File: src/rtl/multi_board_timer_pkg.sv
// ============================================================================
// Module      : multi_board_timer_pkg
// Description : Shared types and default sizes for the multi-channel timer.
// Revision    : 1.0 - initial release
// ============================================================================
`default_nettype none

package multi_board_timer_pkg;

  localparam int unsigned C_DEF_NUM_CH = 4;
  localparam int unsigned C_DEF_WIDTH  = 28;

  typedef enum logic [0:0] {
    CH_IDLE = 1'b0,
    CH_RUN  = 1'b1
  } ch_state_t;

endpackage : multi_board_timer_pkg

`default_nettype wire

File: src/rtl/multi_board_timer_channel.sv
// ============================================================================
// Module      : board_timer_channel
// Description : One count-down channel: FSM, counter, reload value and mode.
// Revision    : 1.0 - initial release
// ============================================================================
`default_nettype none

module board_timer_channel
  import multi_board_timer_pkg::*;
#(
  parameter int unsigned WIDTH = C_DEF_WIDTH
) (
  input  logic             clk,
  input  logic             rst,
  input  logic             tick_i,
  input  logic             load_i,
  input  logic [WIDTH-1:0] loadval_i,
  input  logic             periodic_i,
  input  logic             pause_i,
  output logic             trigger_o,
  output logic             busy_o
);

  ch_state_t        state_q, state_d;
  logic [WIDTH-1:0] count_q, count_d;
  logic [WIDTH-1:0] reload_q, reload_d;
  logic             mode_q, mode_d;
  logic             trig_q, trig_d;

  always_ff @(posedge clk) begin
    if (rst) begin
      state_q  <= CH_IDLE;
      count_q  <= '0;
      reload_q <= '0;
      mode_q   <= 1'b0;
      trig_q   <= 1'b0;
    end else begin
      state_q  <= state_d;
      count_q  <= count_d;
      reload_q <= reload_d;
      mode_q   <= mode_d;
      trig_q   <= trig_d;
    end
  end

  // A load outranks expiry and pause; a zero load value cancels the channel.
  always_comb begin
    state_d  = state_q;
    count_d  = count_q;
    reload_d = reload_q;
    mode_d   = mode_q;
    trig_d   = 1'b0;
    if (load_i) begin
      if (loadval_i != '0) begin
        state_d  = CH_RUN;
        count_d  = loadval_i;
        reload_d = loadval_i;
        mode_d   = periodic_i;
      end else begin
        state_d = CH_IDLE;
        count_d = '0;
      end
    end else if (state_q == CH_RUN && !pause_i && tick_i) begin
      if (count_q > WIDTH'(1)) begin
        count_d = count_q - WIDTH'(1);
      end else begin
        trig_d = 1'b1;
        if (mode_q) begin
          count_d = reload_q;
        end else begin
          state_d = CH_IDLE;
          count_d = '0;
        end
      end
    end
  end

  always_comb begin
    trigger_o = trig_q;
    busy_o    = (state_q == CH_RUN);
  end

endmodule : board_timer_channel

`default_nettype wire

File: src/rtl/multi_board_timer.sv
// ============================================================================
// Module      : multi_board_timer
// Description : Shared prescaler driving NUM_CH independent count-down timers.
// Revision    : 1.0 - initial release
// ============================================================================
`default_nettype none

module multi_board_timer
  import multi_board_timer_pkg::*;
#(
  parameter int unsigned NUM_CH   = C_DEF_NUM_CH,
  parameter int unsigned WIDTH    = C_DEF_WIDTH,
  parameter int unsigned PRESCALE = 1
) (
  input  logic                    clk,
  input  logic                    rst,
  input  logic [NUM_CH-1:0]       load,
  input  logic [NUM_CH*WIDTH-1:0] loadval,
  input  logic [NUM_CH-1:0]       periodic,
  input  logic [NUM_CH-1:0]       pause,
  output logic [NUM_CH-1:0]       time_trigger,
  output logic [NUM_CH-1:0]       busy
);

  logic w_tick;

  generate
    if (PRESCALE <= 1) begin : g_no_prescale
      assign w_tick = 1'b1;
    end else begin : g_prescale
      localparam int unsigned PW = $clog2(PRESCALE);

      logic [PW-1:0] pc_q, pc_d;

      // Free-running; loads never restart it, so channels stay phase-aligned.
      always_ff @(posedge clk) begin
        if (rst) begin
          pc_q <= '0;
        end else begin
          pc_q <= pc_d;
        end
      end

      always_comb begin
        pc_d = w_tick ? '0 : pc_q + PW'(1);
      end

      assign w_tick = (pc_q == PW'(PRESCALE - 1));
    end
  endgenerate

  generate
    for (genvar gi = 0; gi < NUM_CH; gi++) begin : g_ch
      board_timer_channel #(
        .WIDTH(WIDTH)
      ) u_ch (
        .clk       (clk),
        .rst       (rst),
        .tick_i    (w_tick),
        .load_i    (load[gi]),
        .loadval_i (loadval[gi*WIDTH +: WIDTH]),
        .periodic_i(periodic[gi]),
        .pause_i   (pause[gi]),
        .trigger_o (time_trigger[gi]),
        .busy_o    (busy[gi])
      );
    end
  endgenerate

endmodule : multi_board_timer

`default_nettype wire

File: config.mk
export PLATFORM = sky130hd
export DESIGN_NAME = multi_board_timer
export DESIGN_NICKNAME = d
export VERILOG_FILES = /design/src/rtl/multi_board_timer_pkg.sv /design/src/rtl/multi_board_timer_channel.sv /design/src/rtl/multi_board_timer.sv
export SDC_FILE = /design/constraint.sdc
export NUM_CORES = 1
export LEC_CHECK = 0
export CORE_MARGIN = 2
export CORE_UTILIZATION = 52
export DETAILED_ROUTE_END_ITERATION = 16
export PLACE_DENSITY_LB_ADDON = 0.2
export SETUP_SLACK_MARGIN = 0.05
export SYNTH_ARGS = -nofsm -noshare
export SYNTH_HDL_FRONTEND = slang
export SYNTH_SLANG_ARGS = --single-unit
File: constraint.sdc
create_clock -name clk -period 2.78 [get_ports clk]
set_clock_uncertainty 0.1 [all_clocks]
set_input_delay 0.556 -clock clk [delete_from_list [all_inputs] [get_ports clk]]
set_output_delay 0.556 -clock clk [all_outputs]
set_load 0.01 [all_outputs]
==> results.json <==
{
  "cts_buffers": 27,
  "grt_pass1_wl_um": 65090,
  "cts_tree": "yes",
  "synth_seq_cells": 236,
  "synth_top_family_by_area": "simple AND/OR/NAND/NOR gates",
  "syn_to_final_growth_pct": 26.62,
  "setup_viol": 0,
  "diodes": 0,
  "yosys_warnings": 0,
  "crit_slowest_cell": "or4b_4",
  "clockPowerShare_pct": 38.3,
  "start_util_pct": 53.10,
  "grt_antenna_before_repair": 0,
  "io_pins": 134,
  "final_net_count": 2049,
  "criticalPathCategory": "reg -> reg",
  "first_global_vias": 13230,
  "viasPerCell": 6.184,
  "synth.cell_area_um2": 12910,
  "ir_worst_vdd_mv": 0.5375,
  "gp_congestion": 0.9220,
  "die_h_um": 161.6,
  "core_um2": 24320,
  "port_buffers": 133,
  "cts-root-buf": "clkbuf_16",
  "p_seq_share_pct": 41.6,
  "synthArstFlopShare_pct": 0,
  "syn_nets": 1870,
  "drcViolationCount": 0,
  "power_switching_mw": 2.646,
  "crit_top_cell": "or4_4",
  "synth_simple_gate_area_share_pct": 27.69,
  "die_w_um": 161.6,
  "yosysUniqueCellTypes": 75,
  "synth_compound_area_share_pct": 25.40,
  "rsz0062_at_grt": "true",
  "finalMaxSlewViolations": 0,
  "rows": 57,
  "synthAdderAreaFrac_pct": 0.7750,
  "fin_area_um2": 16350,
  "htreeDepth": 1,
  "cp_max_fo": 8,
  "first_pass_iters": 5,
  "cap_violations": 0,
  "critPathRequiredTime_ps": 3090,
  "period_minus_slack_ps": 2719,
  "wl_per_cell_um": 17.86,
  "avgSynthCellArea_um2": 7.439,
  "max_freq_mhz": 367.8,
  "synthXorXnorAreaFrac_pct": 3.866,
  "pwr-share-comb_pct": 20.1,
  "dp_hpwl_um": 27340,
  "total_power_mw": 9.238,
  "worst_setup_path_end_kind": "flop",
  "p_leak_nw": 6.227,
  "track_usage_pct": 29.67,
  "power_density_nw_per_um2": 564.9,
  "grt_max_degree": 51,
  "p_int_mw": 6.592,
  "ys.flop_type": "dfxtp_1",
  "clk_pin_slew_ps": 60,
  "critPathMaxStageDelay_ps": 570,
  "vias": 13958,
  "die_area_um2": 26110,
  "clock-sinks": 236,
  "final_util_pct": 67.24,
  "yosysSeqAreaShare_pct": 36.58,
  "clockBufferDepth": 3,
  "synth.area.mux_share_pct": 0.6297,
  "critPathArrivalTime_ps": 3030,
  "start_kind": "flop",
  "clkLatencyLatePin_ps": 530,
  "worstMarginPinSlew_ps": 1076,
  "synthCells": 1736,
  "drt-total-wl_um": 40320,
  "grt.overflow.total": 0,
  "slew_headroom_pct": 28.16,
  "drive_gt1_share_pct": 12.98,
  "status": "finished clean",
  "path_cells": "or4_4, or4b_4, or4_4, or3_4, nand3_2, a21oi_2",
  "hold_violations": 0,
  "drtIter0Drc": 1245,
  "placed_cell_area_um2": 15280,
  "period_share_pct": 97.80,
  "synth-edff-count": 0,
  "n_fill_cell": 2072,
  "postRouteAntennaNets": 0,
  "sw_frac_of_total_pct": 28.64,
  "hp-class": "reg -> reg"
}
[state kept, by name (all words and copies together) (netlist names)]
name and flops:
g_ch.u_ch.count_q 112, g_ch.u_ch.reload_q 112, g_ch.u_ch.busy_o 4, g_ch.u_ch.mode_q 4, g_ch.u_ch.trigger_o 4
[layout by cell type (no fill, tap or decap), types with 8 or more instances in the layout]
master,n
o22ai_1,10
a22oi_1,33
a211o_1,12
o32ai_1,15
o21a_1,9
or4_1,10
nor3_1,46
xor2_1,29
nand3_1,49
nand2b_1,8
a211oi_1,12
clkbuf_16,29
nand2_1,332
xnor2_1,28
a311oi_1,29
and3_1,28
o21ai_0,76
nand4_1,20
nor4_1,55
inv_1,17
a31oi_1,26
o21bai_1,8
clkbuf_1,9
o221a_2,13
dfxtp_1,234
nor2_1,136
buf_12,10
buf_4,143
or3_1,23
a21oi_1,193
o221ai_1,13
clkdlybuf4s50_1,132
[cells in the mapped netlist (4+ instances only)]
cell       count  area share, %
o32ai_1       15            1.0
o22ai_1       10           0.48
xor2_1        29            2.0
clkbuf_1     120            3.5
a2111oi_0      4           0.27
mux2i_1        7           0.54
nor3_1        46            1.8
buf_4          9           0.52
o21bai_1       8           0.47
nand2b_1       8           0.39
a21oi_1      194            7.5
nand4b_1       5           0.34
a211oi_1      13           0.76
nor4_1        55            2.7
o41ai_1        5           0.34
o221ai_1      13           0.88
or2_2          7           0.34
a311oi_1      30            2.0
o21a_1         9           0.52
o211ai_1       7           0.41
xnor2_1       28            1.9
a211o_1       12           0.81
nor2_1       136            4.0
o21ai_0       80            3.1
buf_2          6           0.23
inv_1         17           0.49
nor2b_1        7           0.34
ha_1           8           0.78
nand4_1       20           0.97
and2_1         5           0.24
a31oi_1       26            1.3
or3_1         25            1.2
o221a_2       13            1.1
dfxtp_1      236             37
a22oi_1       33            1.9
a31o_2         5           0.34
and3_1        28            1.4
nand2_1      332            9.6
nand3_1       50            1.9
or4_1         13           0.76
o31ai_1        8           0.47
[final timing paths]
path / from / endpoint / slack [ps] / depth (start not counted)
min: g_ch[3].u_ch.reload_q[0]$_SDFFE_PP0P_ / g_ch[3].u_ch.reload_q[0]$_SDFFE_PP0P_ / 350 / 2
min reg2reg: g_ch[3].u_ch.reload_q[0]$_SDFFE_PP0P_ / g_ch[3].u_ch.reload_q[0]$_SDFFE_PP0P_ / 350 / 2
max: g_ch[2].u_ch.count_q[19]$_SDFFE_PP0P_ / g_ch[2].u_ch.busy_o$_SDFFE_PP0P_ / 60 / 6
max reg2reg: g_ch[2].u_ch.count_q[19]$_SDFFE_PP0P_ / g_ch[2].u_ch.busy_o$_SDFFE_PP0P_ / 60 / 6
[critical path, delay by kind of cell (launching register included)]
family           cells  cell delay [ps]
flip-flops           1              320
AND/OR/NAND/NOR      5             2130
AO/OA/AOI/OAI        1               40
[metal layers]
metal,GRT usage [%],up-vias,routed length [µm]
li1,-,6705,-
met1,38.58,6534,17060
met4,10.23,0,1105
met2,50.35,629,19030
met3,4.417,90,3112
met5,0,-,0
[cell type report]
cell class / count / area, µm² / share of cell area, %
Clock buffer: 42 / 792.0 / 4.843
Clock inverter: 5 / 77.57 / 0.4744
Inverter: 19 / 71.32 / 0.4361
Multi-Input combinational cell: 1341 / 7607 / 46.52
Sequential cell: 236 / 4727 / 28.91
Tap cell: 324 / 405.4 / 2.479
Timing Repair Buffer: 290 / 2673 / 16.34
[kinds of logic after synthesis]
family / Yosys count
AND/OR/NAND/NOR: 759
AO/OA/AOI/OAI: 509
flip-flops: 236
buffers and inverters: 159
XOR/XNOR: 57
multiplexers: 8
adder cells (fa/ha/maj): 8
[power groups by stage]
stage	registers, mW	logic [mW]	clock network (mW)
after floorplan	3.84	1.11	0
after global placement	3.89	1.76	0
after detailed placement	3.90	1.79	0
after CTS	3.83	1.80	3.58
after global routing	3.87	2.04	3.71
final	3.84	1.86	3.54
[repair_timing]
| item | CTS | global route |
|---|---|---|
| pin swaps | 1 | 15 |
| hold buffers | 0 | 0 |
| endpoints found under the setup margin | 4 | 38 |
| gates cloned | 0 | 3 |
| resized for setup | 1 | 12 |
| buffers inserted | 0 | 12 |
[metrics by stage]
| stage | setup slack [ps] | hold WS (ps) | std cells | setup TNS [ps] |
|---|---|---|---|---|
| global route | 1.581 | 349.7 | 2257 | 0 |
| detailed placement | -219.7 | 343.6 | 2195 | -3769 |
| floorplan | 18.78 | 331.7 | 1736 | 0 |
| finish | 61.26 | 347.3 | 2257 | 0 |
| CTS | 56.17 | 329.4 | 2242 | 0 |
| global placement | -251.9 | 338.7 | 2195 | -5429 |
(Power assumes the default switching activity.)
